$ cat src/rtl/mem_pkg.sv
// Shared types and constants for the RV32I MEM stage.
//   result_src_t : writeback result selector carried through EX/MEM and MEM/WB
//   F3_*         : funct3 access size/sign codes for loads and stores
//   mem_state_t  : MEM-stage bus FSM states
package mem_pkg;

  typedef enum logic [1:0] {
    RES_ALU = 2'b00,
    RES_MEM = 2'b01,
    RES_PC4 = 2'b10
  } result_src_t;

  localparam logic [2:0] F3_B  = 3'b000;
  localparam logic [2:0] F3_H  = 3'b001;
  localparam logic [2:0] F3_W  = 3'b010;
  localparam logic [2:0] F3_BU = 3'b100;
  localparam logic [2:0] F3_HU = 3'b101;

  typedef enum logic [0:0] {
    IDLE = 1'b0,
    WAIT = 1'b1
  } mem_state_t;

endpackage

$ cat src/rtl/memory_stage_if.sv
// Data-memory request/acknowledge bus between the MEM stage and data memory.
//   master : MEM stage side (drives request, address, byte enables, write data)
//   slave  : memory side (returns read data and acknowledge)
interface memory_stage_if #(
  parameter int unsigned ADDR_W = 32
);

  logic              mem_req;
  logic              mem_we;
  logic [ADDR_W-1:0] mem_addr;
  logic [3:0]        mem_be;
  logic [31:0]       mem_wdata;
  logic [31:0]       mem_rdata;
  logic              mem_ack;

  modport master (
    output mem_req,
    output mem_we,
    output mem_addr,
    output mem_be,
    output mem_wdata,
    input  mem_rdata,
    input  mem_ack
  );

  modport slave (
    input  mem_req,
    input  mem_we,
    input  mem_addr,
    input  mem_be,
    input  mem_wdata,
    output mem_rdata,
    output mem_ack
  );

endinterface

$ cat src/rtl/mem_align.sv
// Combinational lane logic for the MEM stage.
//   funct3     in  access size/sign code
//   byteOff    in  low two address bits
//   storeData  in  LSB-justified store data
//   readData   in  raw 32-bit word from memory
//   byteEn     out byte enables for the addressed lanes
//   laneData   out store data replicated across lanes
//   loadData   out selected and sign/zero-extended load value
//   misaligned out access crosses its natural alignment
module mem_align
  import mem_pkg::*;
(
  input  logic [2:0]  funct3,
  input  logic [1:0]  byteOff,
  input  logic [31:0] storeData,
  input  logic [31:0] readData,
  output logic [3:0]  byteEn,
  output logic [31:0] laneData,
  output logic [31:0] loadData,
  output logic        misaligned
);

  logic       isByte;
  logic       isHalf;
  logic [7:0] byteSel;
  logic [15:0] halfSel;

  always_comb begin
    isByte     = (funct3 == F3_B) || (funct3 == F3_BU);
    isHalf     = (funct3 == F3_H) || (funct3 == F3_HU);
    byteSel    = readData[{byteOff, 3'b000} +: 8];
    halfSel    = byteOff[1] ? readData[31:16] : readData[15:0];
    // Anything that is neither byte nor half (incl. undefined codes) is a word.
    misaligned = isHalf ? byteOff[0] : (!isByte && (byteOff != 2'b00));

    byteEn   = 4'b1111;
    laneData = storeData;
    loadData = readData;
    if (isByte) begin
      byteEn   = 4'b0001 << byteOff;
      laneData = {4{storeData[7:0]}};
      loadData = (funct3 == F3_B) ? {{24{byteSel[7]}}, byteSel} : {24'b0, byteSel};
    end else if (isHalf) begin
      byteEn   = 4'b0011 << {byteOff[1], 1'b0};
      laneData = {2{storeData[15:0]}};
      loadData = (funct3 == F3_H) ? {{16{halfSel[15]}}, halfSel} : {16'b0, halfSel};
    end
  end

endmodule

$ cat src/rtl/memory_stage.sv
// RV32I MEM stage: issues loads/stores on a req/ack bus with wait states,
// aligns load data and drives the MEM/WB pipeline register.
//   CLK, RESET            clock, asynchronous active-high reset
//   *M inputs             EX/MEM register fields of the instruction in MEM
//   bus                   data-memory request/acknowledge bus (master side)
//   StallM                holds upstream stages while an access is outstanding
//   MisalignM, BusErrorM  single-cycle fault pulses
//   *W outputs            MEM/WB register fields
module memory_stage
  import mem_pkg::*;
#(
  parameter int unsigned TIMEOUT = 16,
  parameter int unsigned ADDR_W  = 32
) (
  input  logic                 CLK,
  input  logic                 RESET,
  input  logic                 RegWriteM,
  input  logic                 MemWriteM,
  input  logic [1:0]           ResultSrcM,
  input  logic [2:0]           Funct3M,
  input  logic [4:0]           RdM,
  input  logic [31:0]          ALUResultM,
  input  logic [31:0]          WriteDataM,
  input  logic [31:0]          PCPlus4M,
  memory_stage_if.master       bus,
  output logic                 StallM,
  output logic                 MisalignM,
  output logic                 BusErrorM,
  output logic                 RegWriteW,
  output logic [1:0]           ResultSrcW,
  output logic [4:0]           RdW,
  output logic [31:0]          ReadDataW,
  output logic [31:0]          ALUResultW,
  output logic [31:0]          PCPlus4W
);

  localparam int unsigned      CNT_W    = $clog2(TIMEOUT);
  localparam logic [CNT_W-1:0] CNT_LAST = CNT_W'(TIMEOUT - 1);
  localparam logic [0:0]       ST_IDLE  = IDLE;
  localparam logic [0:0]       ST_WAIT  = WAIT;

  logic [0:0]       stateQ, stateD;
  logic [CNT_W-1:0] cntQ, cntD;

  logic        isLoad, access, misaligned, issueNow, inWait, timeoutHit, reqLive, done;
  logic [3:0]  byteEn;
  logic [31:0] laneData, loadData;

  mem_align u_align (
    .funct3     (Funct3M),
    .byteOff    (ALUResultM[1:0]),
    .storeData  (WriteDataM),
    .readData   (bus.mem_rdata),
    .byteEn     (byteEn),
    .laneData   (laneData),
    .loadData   (loadData),
    .misaligned (misaligned)
  );

  always_comb begin
    isLoad     = (ResultSrcM == RES_MEM);
    access     = MemWriteM | isLoad;
    inWait     = (stateQ == ST_WAIT);
    issueNow   = (stateQ == ST_IDLE) & access & ~misaligned;
    timeoutHit = inWait & (cntQ == CNT_LAST) & ~bus.mem_ack;
    // Reset gates the combinational request so it drops immediately.
    reqLive    = ~RESET & (issueNow | inWait);
    done       = reqLive & bus.mem_ack;
    StallM     = reqLive & ~bus.mem_ack & ~timeoutHit;
    MisalignM  = ~RESET & (stateQ == ST_IDLE) & access & misaligned;
    BusErrorM  = ~RESET & timeoutHit;

    stateD = stateQ;
    cntD   = '0;
    if (issueNow && !bus.mem_ack) begin
      stateD = ST_WAIT;
    end
    if (inWait) begin
      if (bus.mem_ack || timeoutHit) begin
        stateD = ST_IDLE;
      end else begin
        cntD = cntQ + 1'b1;
      end
    end
  end

  always_comb begin
    bus.mem_req   = reqLive;
    bus.mem_we    = MemWriteM;
    bus.mem_addr  = {ALUResultM[ADDR_W-1:2], 2'b00};
    bus.mem_be    = byteEn;
    bus.mem_wdata = laneData;
  end

  always_ff @(posedge CLK or posedge RESET) begin
    if (RESET) begin
      stateQ <= ST_IDLE;
      cntQ   <= '0;
    end else begin
      stateQ <= stateD;
      cntQ   <= cntD;
    end
  end

  // MEM/WB: a bubble while stalled, otherwise the retiring instruction.
  always_ff @(posedge CLK or posedge RESET) begin
    if (RESET) begin
      RegWriteW  <= 1'b0;
      ResultSrcW <= 2'b00;
      RdW        <= 5'd0;
      ReadDataW  <= 32'd0;
      ALUResultW <= 32'd0;
      PCPlus4W   <= 32'd0;
    end else if (StallM) begin
      RegWriteW  <= 1'b0;
      ResultSrcW <= 2'b00;
      RdW        <= 5'd0;
      ReadDataW  <= 32'd0;
      ALUResultW <= 32'd0;
      PCPlus4W   <= 32'd0;
    end else begin
      RegWriteW  <= RegWriteM & ~MisalignM & ~BusErrorM;
      ResultSrcW <= ResultSrcM;
      RdW        <= RdM;
      ReadDataW  <= (done & isLoad) ? loadData : 32'd0;
      ALUResultW <= ALUResultM;
      PCPlus4W   <= PCPlus4M;
    end
  end

endmodule

$ cat src/flat_wrapper.sv
// flat-port wrapper written by rule: the top's interface ports become plain ports
module memory_stage_flat import mem_pkg::*;
#(
  parameter int unsigned TIMEOUT = 16,
  parameter int unsigned ADDR_W  = 32
)
  (CLK, RESET, RegWriteM, MemWriteM, ResultSrcM, Funct3M, RdM, ALUResultM, WriteDataM, PCPlus4M, StallM, MisalignM, BusErrorM, RegWriteW, ResultSrcW, RdW, ReadDataW, ALUResultW, PCPlus4W, bus_mem_req, bus_mem_we, bus_mem_addr, bus_mem_be, bus_mem_wdata, bus_mem_rdata, bus_mem_ack);
  memory_stage_if #(.ADDR_W(ADDR_W)) bus_i ();
  input  logic CLK;
  input  logic RESET;
  input  logic RegWriteM;
  input  logic MemWriteM;
  input  logic [1:0] ResultSrcM;
  input  logic [2:0] Funct3M;
  input  logic [4:0] RdM;
  input  logic [31:0] ALUResultM;
  input  logic [31:0] WriteDataM;
  input  logic [31:0] PCPlus4M;
  output logic StallM;
  output logic MisalignM;
  output logic BusErrorM;
  output logic RegWriteW;
  output logic [1:0] ResultSrcW;
  output logic [4:0] RdW;
  output logic [31:0] ReadDataW;
  output logic [31:0] ALUResultW;
  output logic [31:0] PCPlus4W;
  output wire logic [$bits(bus_i.mem_req)-1:0] bus_mem_req;
  output wire logic [$bits(bus_i.mem_we)-1:0] bus_mem_we;
  output wire logic [$bits(bus_i.mem_addr)-1:0] bus_mem_addr;
  output wire logic [$bits(bus_i.mem_be)-1:0] bus_mem_be;
  output wire logic [$bits(bus_i.mem_wdata)-1:0] bus_mem_wdata;
  input wire logic [$bits(bus_i.mem_rdata)-1:0] bus_mem_rdata;
  input wire logic [$bits(bus_i.mem_ack)-1:0] bus_mem_ack;
  assign bus_mem_req = bus_i.mem_req;
  assign bus_mem_we = bus_i.mem_we;
  assign bus_mem_addr = bus_i.mem_addr;
  assign bus_mem_be = bus_i.mem_be;
  assign bus_mem_wdata = bus_i.mem_wdata;
  assign bus_i.mem_rdata = bus_mem_rdata;
  assign bus_i.mem_ack = bus_mem_ack;
  memory_stage #(.TIMEOUT(TIMEOUT), .ADDR_W(ADDR_W)) u_core (.CLK(CLK), .RESET(RESET), .RegWriteM(RegWriteM), .MemWriteM(MemWriteM), .ResultSrcM(ResultSrcM), .Funct3M(Funct3M), .RdM(RdM), .ALUResultM(ALUResultM), .WriteDataM(WriteDataM), .PCPlus4M(PCPlus4M), .bus(bus_i), .StallM(StallM), .MisalignM(MisalignM), .BusErrorM(BusErrorM), .RegWriteW(RegWriteW), .ResultSrcW(ResultSrcW), .RdW(RdW), .ReadDataW(ReadDataW), .ALUResultW(ALUResultW), .PCPlus4W(PCPlus4W));
endmodule
$ cat config.mk
export PLATFORM = sky130hd
export DESIGN_NAME = memory_stage_flat
export DESIGN_NICKNAME = d
export VERILOG_FILES = /design/src/rtl/mem_pkg.sv /design/src/rtl/memory_stage_if.sv /design/src/rtl/mem_align.sv /design/src/rtl/memory_stage.sv /design/src/flat_wrapper.sv
export SDC_FILE = /design/constraint.sdc
export NUM_CORES = 1
export LEC_CHECK = 0
export ABC_AREA = 1
export BUFFER_PORTS_ARGS = -buffer_cell sky130_fd_sc_hd__buf_2
export CAP_MARGIN = 15
export CORE_AREA = 2 2 122 124
export CTS_CLUSTER_SIZE = 30
export DETAILED_ROUTE_END_ITERATION = 6
export DIE_AREA = 0 0 124 126
export GPL_ROUTABILITY_DRIVEN = 1
export PLACE_DENSITY = 0.7
export RECOVER_POWER = 100
export SYNTH_ARGS = -nofsm -noshare
export SYNTH_HDL_FRONTEND = slang
export SYNTH_SLANG_ARGS = --single-unit
$ cat constraint.sdc
create_clock -name CLK -period 11.6 [get_ports CLK]
set_input_delay 3.48 -clock CLK [delete_from_list [all_inputs] [get_ports CLK]]
set_output_delay 3.48 -clock CLK [all_outputs]
set_load 0.02 [all_outputs]
# Word-level counts from Yosys, hierarchy flattened
# Cells that the tools add are included.
dict set report op_classes {
  mux 22
  n_eq_ne 5
  shifts 3
  reduce_logical 9
  bitwise 24
  addsub 1
}
# op count
set ops {}
lappend ops {{$mux 32} 10}
lappend ops {{$shiftx 32x6->8} 1}
lappend ops {{$mux 16} 1}
lappend ops {{$mux 4} 4}
lappend ops {{$and 1x1->1} 15}
lappend ops {{$not 1->1} 7}
lappend ops {{$eq 3x3->1 const B} 2}
lappend ops {{$mux 1} 5}
lappend ops {{$mux 5} 1}
lappend ops {{$add 4x1->4 const B} 1}
lappend ops {{$eq 4x4->1 const B} 1}
lappend ops {{$shl 1x2->4 const A} 1}
lappend ops {{$shl 2x2->4 const A} 1}
lappend ops {{$eq 3x1->1 const B} 1}
lappend ops {{$logic_not 3->1} 1}
lappend ops {{$logic_or 1x1->1} 3}
lappend ops {{$eq 2x1->1 const B} 1}
lappend ops {{$logic_and 1x1->1} 2}
lappend ops {{$logic_not 1->1} 2}
lappend ops {{$mux 2} 1}
lappend ops {{$or 1x1->1} 2}
lappend ops {{$reduce_bool 2->1} 1}
dict set report word_totals {
  output_inout_bits 177
  in_bits 143
  elab_cells 72
  ff_bits 109
}

# Depth between registers and ports, before layout
dict set report logic_depth {
  ltp_word 13
  mapped_depth 10
  mapped_depth_nobuf 8
}

# By module
# From an unflattened synthesis, not the netlist that was laid out.
dict set report hier_totals {
  hier_cells 730
  hier_area_um2 5579.1
}
# module area_each_um2 instances cells_each seq_area_each_um2
set by_module_without_submodules {}
lappend by_module_without_submodules {memory_stage 4072.7 1 399 2727.6}
lappend by_module_without_submodules {mem_align 1506.4 1 331 0.0}

# Least setup slack after synthesis
# No wires, ideal clock.
dict set report synth_timing {
  path_kind {input to output}
  start {in RESET}
  end {out StallM}
  arrival_time_ps 6730
  stages 4
  setup_slack_ps 1390
  path_buffers 1
  path_cell_list {inv_1 nand3_4 buf_6 inv_1}
}
dict set report synth_via {
  elab_chain_len 4
}
# item line_no
set synth_lines {}
lappend synth_lines {{from (decl)} flat_wrapper.sv:10} ;# input logic RESET;
lappend synth_lines {{$not 1->1} memory_stage.sv:67} ;# reqLive = ~RESET & (issueNow | inWait);
lappend synth_lines {{$and 1x1->1} memory_stage.sv:67}
lappend synth_lines {{$and 1x1->1 (2 in a row)} memory_stage.sv:69} ;# StallM = reqLive & ~bus.mem_ack & ~timeoutHit;
lappend synth_lines {{to (decl)} flat_wrapper.sv:19} ;# output logic StallM;
# No other way between the ends.

# Worst setup path after layout
dict set report layout_timing {
  start {in Funct3M[1]}
  end {out StallM}
}
dict set report layout_via {
  elab_chain_len 11
  word_cells_on_any_way 15
  cone_classes {eq/ne: 3; mux: 1; bitwise: 6; reduce/logical: 5}
}
# item line_no
set layout_lines {}
lappend layout_lines {{from (decl)} flat_wrapper.sv:14} ;# input logic [2:0] Funct3M;
lappend layout_lines {{$eq 3x3->1 / $logic_not 3->1 (equally long branches)} mem_align.sv:29} ;# isByte = (funct3 == F3_B) || (funct3 == F3_BU);
lappend layout_lines {{$logic_or 1x1->1} mem_align.sv:29}
lappend layout_lines {{$logic_not 1->1} mem_align.sv:34} ;# misaligned = isHalf ? byteOff[0] : (!isByte && (byteOff != 2'b00));
lappend layout_lines {{$logic_and 1x1->1} mem_align.sv:34}
lappend layout_lines {{$mux 1 *} mem_align.sv:34}
lappend layout_lines {{$not 1->1 *} memory_stage.sv:64} ;# issueNow = (stateQ == ST_IDLE) & access & ~misaligned;
lappend layout_lines {{$and 1x1->1 *} memory_stage.sv:64}
lappend layout_lines {{$or 1x1->1 *} memory_stage.sv:67}
lappend layout_lines {{$and 1x1->1 *} memory_stage.sv:67}
lappend layout_lines {{$and 1x1->1 * (2 in a row)} memory_stage.sv:69}
# Mark *: on every way between the ends. The rest lies on a longest branch, timed or not.

==> impl_metrics.prom <==
# TYPE chip_impl_metric gauge
chip_impl_info{name="status",value="complete, but fails checks"} 1
chip_impl_info{name="failed_checks",value="max-capacitance violations, max-slew violations"} 1
chip_impl_metric{name="max_clock_freq",unit="GHz"} 0.0980
chip_impl_metric{name="initialDrtViolationCount",unit=""} 256
chip_impl_info{name="critPathTopFamily",value="simple AND/OR/NAND/NOR gates"} 1
chip_impl_metric{name="starting_density_of_the_core",unit="%"} 36.7
chip_impl_metric{name="critical-path-max-stage-delay",unit="ns"} 0.69
chip_impl_info{name="crit_path_cell_trace",value="buf_2 -> inv_1 -> nand2_1 -> nand2_1 -> nand3_1 -> nand2_4 -> nand3_4 -> inv_1 -> clkbuf_1"} 1
chip_impl_metric{name="nets",unit=""} 1066
chip_impl_metric{name="num_rows",unit=""} 44
chip_impl_metric{name="dieWidth",unit="µm"} 124
chip_impl_metric{name="fp.coreArea",unit="mm²"} 0.0143
chip_impl_info{name="worst_path_max_delay_cell",value="sky130_fd_sc_hd__nand2_1"} 1
chip_impl_metric{name="cellLeakagePower",unit="nW"} 3.88
chip_impl_metric{name="drt-total-wl",unit="mm"} 16.3
chip_impl_metric{name="die_height",unit="µm"} 126
chip_impl_metric{name="antenna_cells",unit=""} 0
chip_impl_metric{name="port_buffers",unit=""} 317
chip_impl_metric{name="maximum_number_of_pins_on_one_net_before_global_route_repair",unit=""} 74
chip_impl_metric{name="fin_skew",unit="ns"} 0.00786
chip_impl_metric{name="power_per_cell_area",unit="mW/mm²"} 135
chip_impl_metric{name="grt_overflow_total",unit=""} 0
chip_impl_metric{name="netlist-cell-type-count",unit=""} 25
chip_impl_info{name="hold_path_class",value="reg -> reg"} 1
chip_impl_metric{name="layout-drive-gt1-share",unit="%"} 18.9
chip_impl_metric{name="cts_setup_buffers",unit=""} 0
chip_impl_metric{name="critical_path_arrival",unit="ns"} 6.72
chip_impl_metric{name="clock_path_buffers",unit=""} 2
chip_impl_metric{name="final_core_util",unit="%"} 46.0
chip_impl_metric{name="cp.required",unit="ns"} 8.12
chip_impl_metric{name="timing_max_transition_violations_final",unit=""} 47
chip_impl_metric{name="netlist_instances",unit=""} 658
chip_impl_metric{name="layoutNonFillerInstCount",unit=""} 1111
chip_impl_metric{name="grt_first_pass_wirelength",unit="mm"} 24.4
chip_impl_metric{name="post-route-cell-area",unit="mm²"} 0.00658
chip_impl_info{name="cts_root_buf",value="sky130_fd_sc_hd__clkbuf_16"} 1
chip_impl_metric{name="power.ir.vdd_worst",unit="mV"} 0.0606
chip_impl_metric{name="crit_path_max_fanout",unit=""} 73
chip_impl_metric{name="final.min_clock_period",unit="ns"} 10.20
chip_impl_metric{name="post_dp_cell_area",unit="mm²"} 0.00658
chip_impl_info{name="critical_setup_path_class",value="in -> out"} 1
chip_impl_metric{name="number_of_buffers_added_by_the_clock_tree_synthesis_step",unit=""} 9
chip_impl_metric{name="gr-usage-all-layers",unit="%"} 20.4
chip_impl_metric{name="wl_per_cell",unit="µm"} 14.7
chip_impl_metric{name="drcViolationCount",unit=""} 0
chip_impl_metric{name="clock_latency",unit="ns"} 0.34
chip_impl_metric{name="timing_worst_slew_pin_value",unit="ns"} 2.33
chip_impl_metric{name="clk_transition_reported_paths",unit="ns"} 0.07
chip_impl_metric{name="finalSetupViolations",unit=""} 0
chip_impl_metric{name="path_buf_inv",unit=""} 4
chip_impl_metric{name="post_cts_resized",unit=""} 0
chip_impl_metric{name="ys_seq_elements",unit=""} 109
chip_impl_metric{name="synth.yosys.warnings",unit=""} 0
chip_impl_metric{name="post-place-cells",unit=""} 1095
chip_impl_metric{name="netlist.area_leader.share",unit="%"} 52.0
chip_impl_metric{name="globalplace.congestion",unit=""} 0.829
chip_impl_metric{name="top_level_ports",unit=""} 320
chip_impl_metric{name="numClockSinks",unit=""} 109
chip_impl_metric{name="detailed_place_hpwl",unit="mm"} 12.8
chip_impl_info{name="synth.area.top_cells",value="sky130_fd_sc_hd__dfrtp_1 (52%), sky130_fd_sc_hd__nand2_1 (16%), sky130_fd_sc_hd__inv_1 (6.5%)"} 1
chip_impl_info{name="cp-end-kind",value="primary output"} 1
chip_impl_metric{name="first_global_vias",unit=""} 4664
chip_impl_metric{name="via_count",unit=""} 4873
chip_impl_metric{name="hold_buffers",unit=""} 0
chip_impl_metric{name="synth.yosys.seq_area_share",unit="%"} 52.0
chip_impl_metric{name="detail_route.first_pass.iterations",unit=""} 5
chip_impl_metric{name="die_area",unit="mm²"} 0.0156
chip_impl_info{name="critical_path.startpoint_type",value="primary input"} 1
chip_impl_metric{name="synthToLayoutAreaGrowth",unit="%"} 25.4
chip_impl_info{name="setup_repair_after_global_routing_missed_its_margin",value="false"} 1
chip_impl_metric{name="avgSynthCellArea",unit="µm²"} 7.98
chip_impl_metric{name="grt_antenna_before_repair",unit=""} 0
chip_impl_metric{name="tns",unit="ns"} 0
chip_impl_metric{name="antenna_left",unit=""} 0
chip_impl_metric{name="finalHoldViolations",unit=""} 0
chip_impl_metric{name="routed_via_density",unit=""} 4.39
chip_impl_info{name="tritoncts_clock_tree",value="built"} 1
chip_impl_metric{name="cts.htree.levels",unit=""} 3
chip_impl_metric{name="post_synth_instance_area",unit="mm²"} 0.00525
chip_impl_metric{name="slew-limit-headroom",unit="%"} -55.2
chip_impl_metric{name="cap_viol_max_count",unit=""} 1
chip_impl_info{name="cell_type_with_the_largest_total_area_after_synthesis",value="sky130_fd_sc_hd__dfrtp_1"} 1
chip_impl_metric{name="fill_cells",unit=""} 1588
chip_impl_metric{name="finalHoldWorstSlack",unit="ns"} 0.470
chip_impl_metric{name="final.period_utilization",unit="%"} 88.0
[report_power, final]
part           internal (mW)  leakage, nW  total (mW)  switching (mW)
registers              0.401         1.37       0.407         0.00586
clock network          0.154        0.142       0.292           0.138
logic                 0.0547         2.36       0.189           0.134
total                  0.610         3.88       0.888           0.278
[worst paths after layout]
path	cells past startpoint	slack, ns	to	from
max	9	1.40	StallM	Funct3M[1]
min	1	0.47	u_core.cntQ[0]$_DFF_PP0_	u_core.cntQ[0]$_DFF_PP0_
max reg2reg	5	9.40	u_core.ReadDataW[8]$_DFF_PP0_	u_core.inWait$_DFF_PP0_
min reg2reg	1	0.47	u_core.cntQ[0]$_DFF_PP0_	u_core.cntQ[0]$_DFF_PP0_
max in group asynchronous	3	5.60	u_core.ALUResultW[4]$_DFF_PP0_	RESET
min in group asynchronous	2	3.34	u_core.ALUResultW[31]$_DFF_PP0_	RESET
[Yosys cell counts (all sizes together)]
cell type and count:
inv 97, dfrtp 109, xnor2 1, o21a 1
nand2 244, o21ai 2, nand3b 1, ha 1
conb 1, nor2 85, buf 63, a21oi 18
clkbuf 3, nand3 31, xor2 1
[layer usage]
layer	routed length (µm)	track usage [%]	vias to the layer above	share of wire [%]
met3	1430	5.07	21	8.7
li1	-	-	2408	-
met2	8550	38.4	240	52
met5	0	0	-	0
met1	5990	22.1	2204	37
met4	378	6.35	0	2.3
[state kept, by name, indices dropped and copies added, names as in the netlist]
| signal | count |
|---|---|
| u_core.RdW | 5 |
| u_core.cntQ | 4 |
| u_core.ReadDataW | 32 |
| u_core.inWait | 1 |
| u_core.RegWriteW | 1 |
| u_core.PCPlus4W | 32 |
| u_core.ResultSrcW | 2 |
| u_core.ALUResultW | 32 |
[worst reg2reg max path: stages, from the launching register on]
cell and delay [ns]:
sky130_fd_sc_hd__dfrtp_1 0.38, sky130_fd_sc_hd__inv_1 0.18, sky130_fd_sc_hd__nand3_1 0.20, sky130_fd_sc_hd__nand2_4 0.12, sky130_fd_sc_hd__nand3_1 0.79, sky130_fd_sc_hd__nor2_1 0.43
[area by class of cell]
type	instances	area [µm²]	share of cell area, %
Clock buffer	11	243	3.69
Clock inverter	5	42.5	0.646
Inverter	97	367	5.57
Multi-Input combinational cell	387	1600	24.3
Sequential cell	109	2730	41.4
Tap cell	184	230	3.50
Timing Repair Buffer	318	1370	20.8
[cell usage in the layout, fill, tap and decap left out, types with 2 or more instances in the layout]
| cell type | Yosys | routed |
|---|---|---|
| sky130_fd_sc_hd__conb_1 | 1 | 2 |
| sky130_fd_sc_hd__nand2_1 | 219 | 237 |
| sky130_fd_sc_hd__buf_2 | 8 | 142 |
| sky130_fd_sc_hd__nor2_1 | 84 | 84 |
| sky130_fd_sc_hd__clkbuf_16 | 0 | 9 |
| sky130_fd_sc_hd__inv_2 | 6 | 4 |
| sky130_fd_sc_hd__dfrtp_1 | 109 | 109 |
| sky130_fd_sc_hd__a21oi_1 | 15 | 15 |
| sky130_fd_sc_hd__clkbuf_1 | 3 | 177 |
| sky130_fd_sc_hd__clkinv_4 | 0 | 2 |
| sky130_fd_sc_hd__nand3_1 | 27 | 29 |
| sky130_fd_sc_hd__o21ai_0 | 2 | 2 |
| sky130_fd_sc_hd__nand2_2 | 24 | 6 |
| sky130_fd_sc_hd__inv_1 | 91 | 92 |
| sky130_fd_sc_hd__a21oi_2 | 3 | 3 |
[through the flow]
stage / setup WS [ns] / power [mW]
floorplan: 1.39 / 0.547
global placement: 2.06 / 0.614
detailed placement: 2.05 / 0.617
CTS: 2.05 / 0.910
global route: 0.945 / 0.936
finish: 1.40 / 0.888
[cells by family after synthesis]
| family | share of synthesized area, % |
|---|---|
| fa+ha+maj | 0.238 |
| buf+inv | 16.4 |
| flops | 52.0 |
| simple gates | 28.7 |
| xor+xnor | 0.334 |
| other cells | 0.0714 |
| compound gates | 2.26 |
Note: power is estimated with default switching activity, not from simulation.
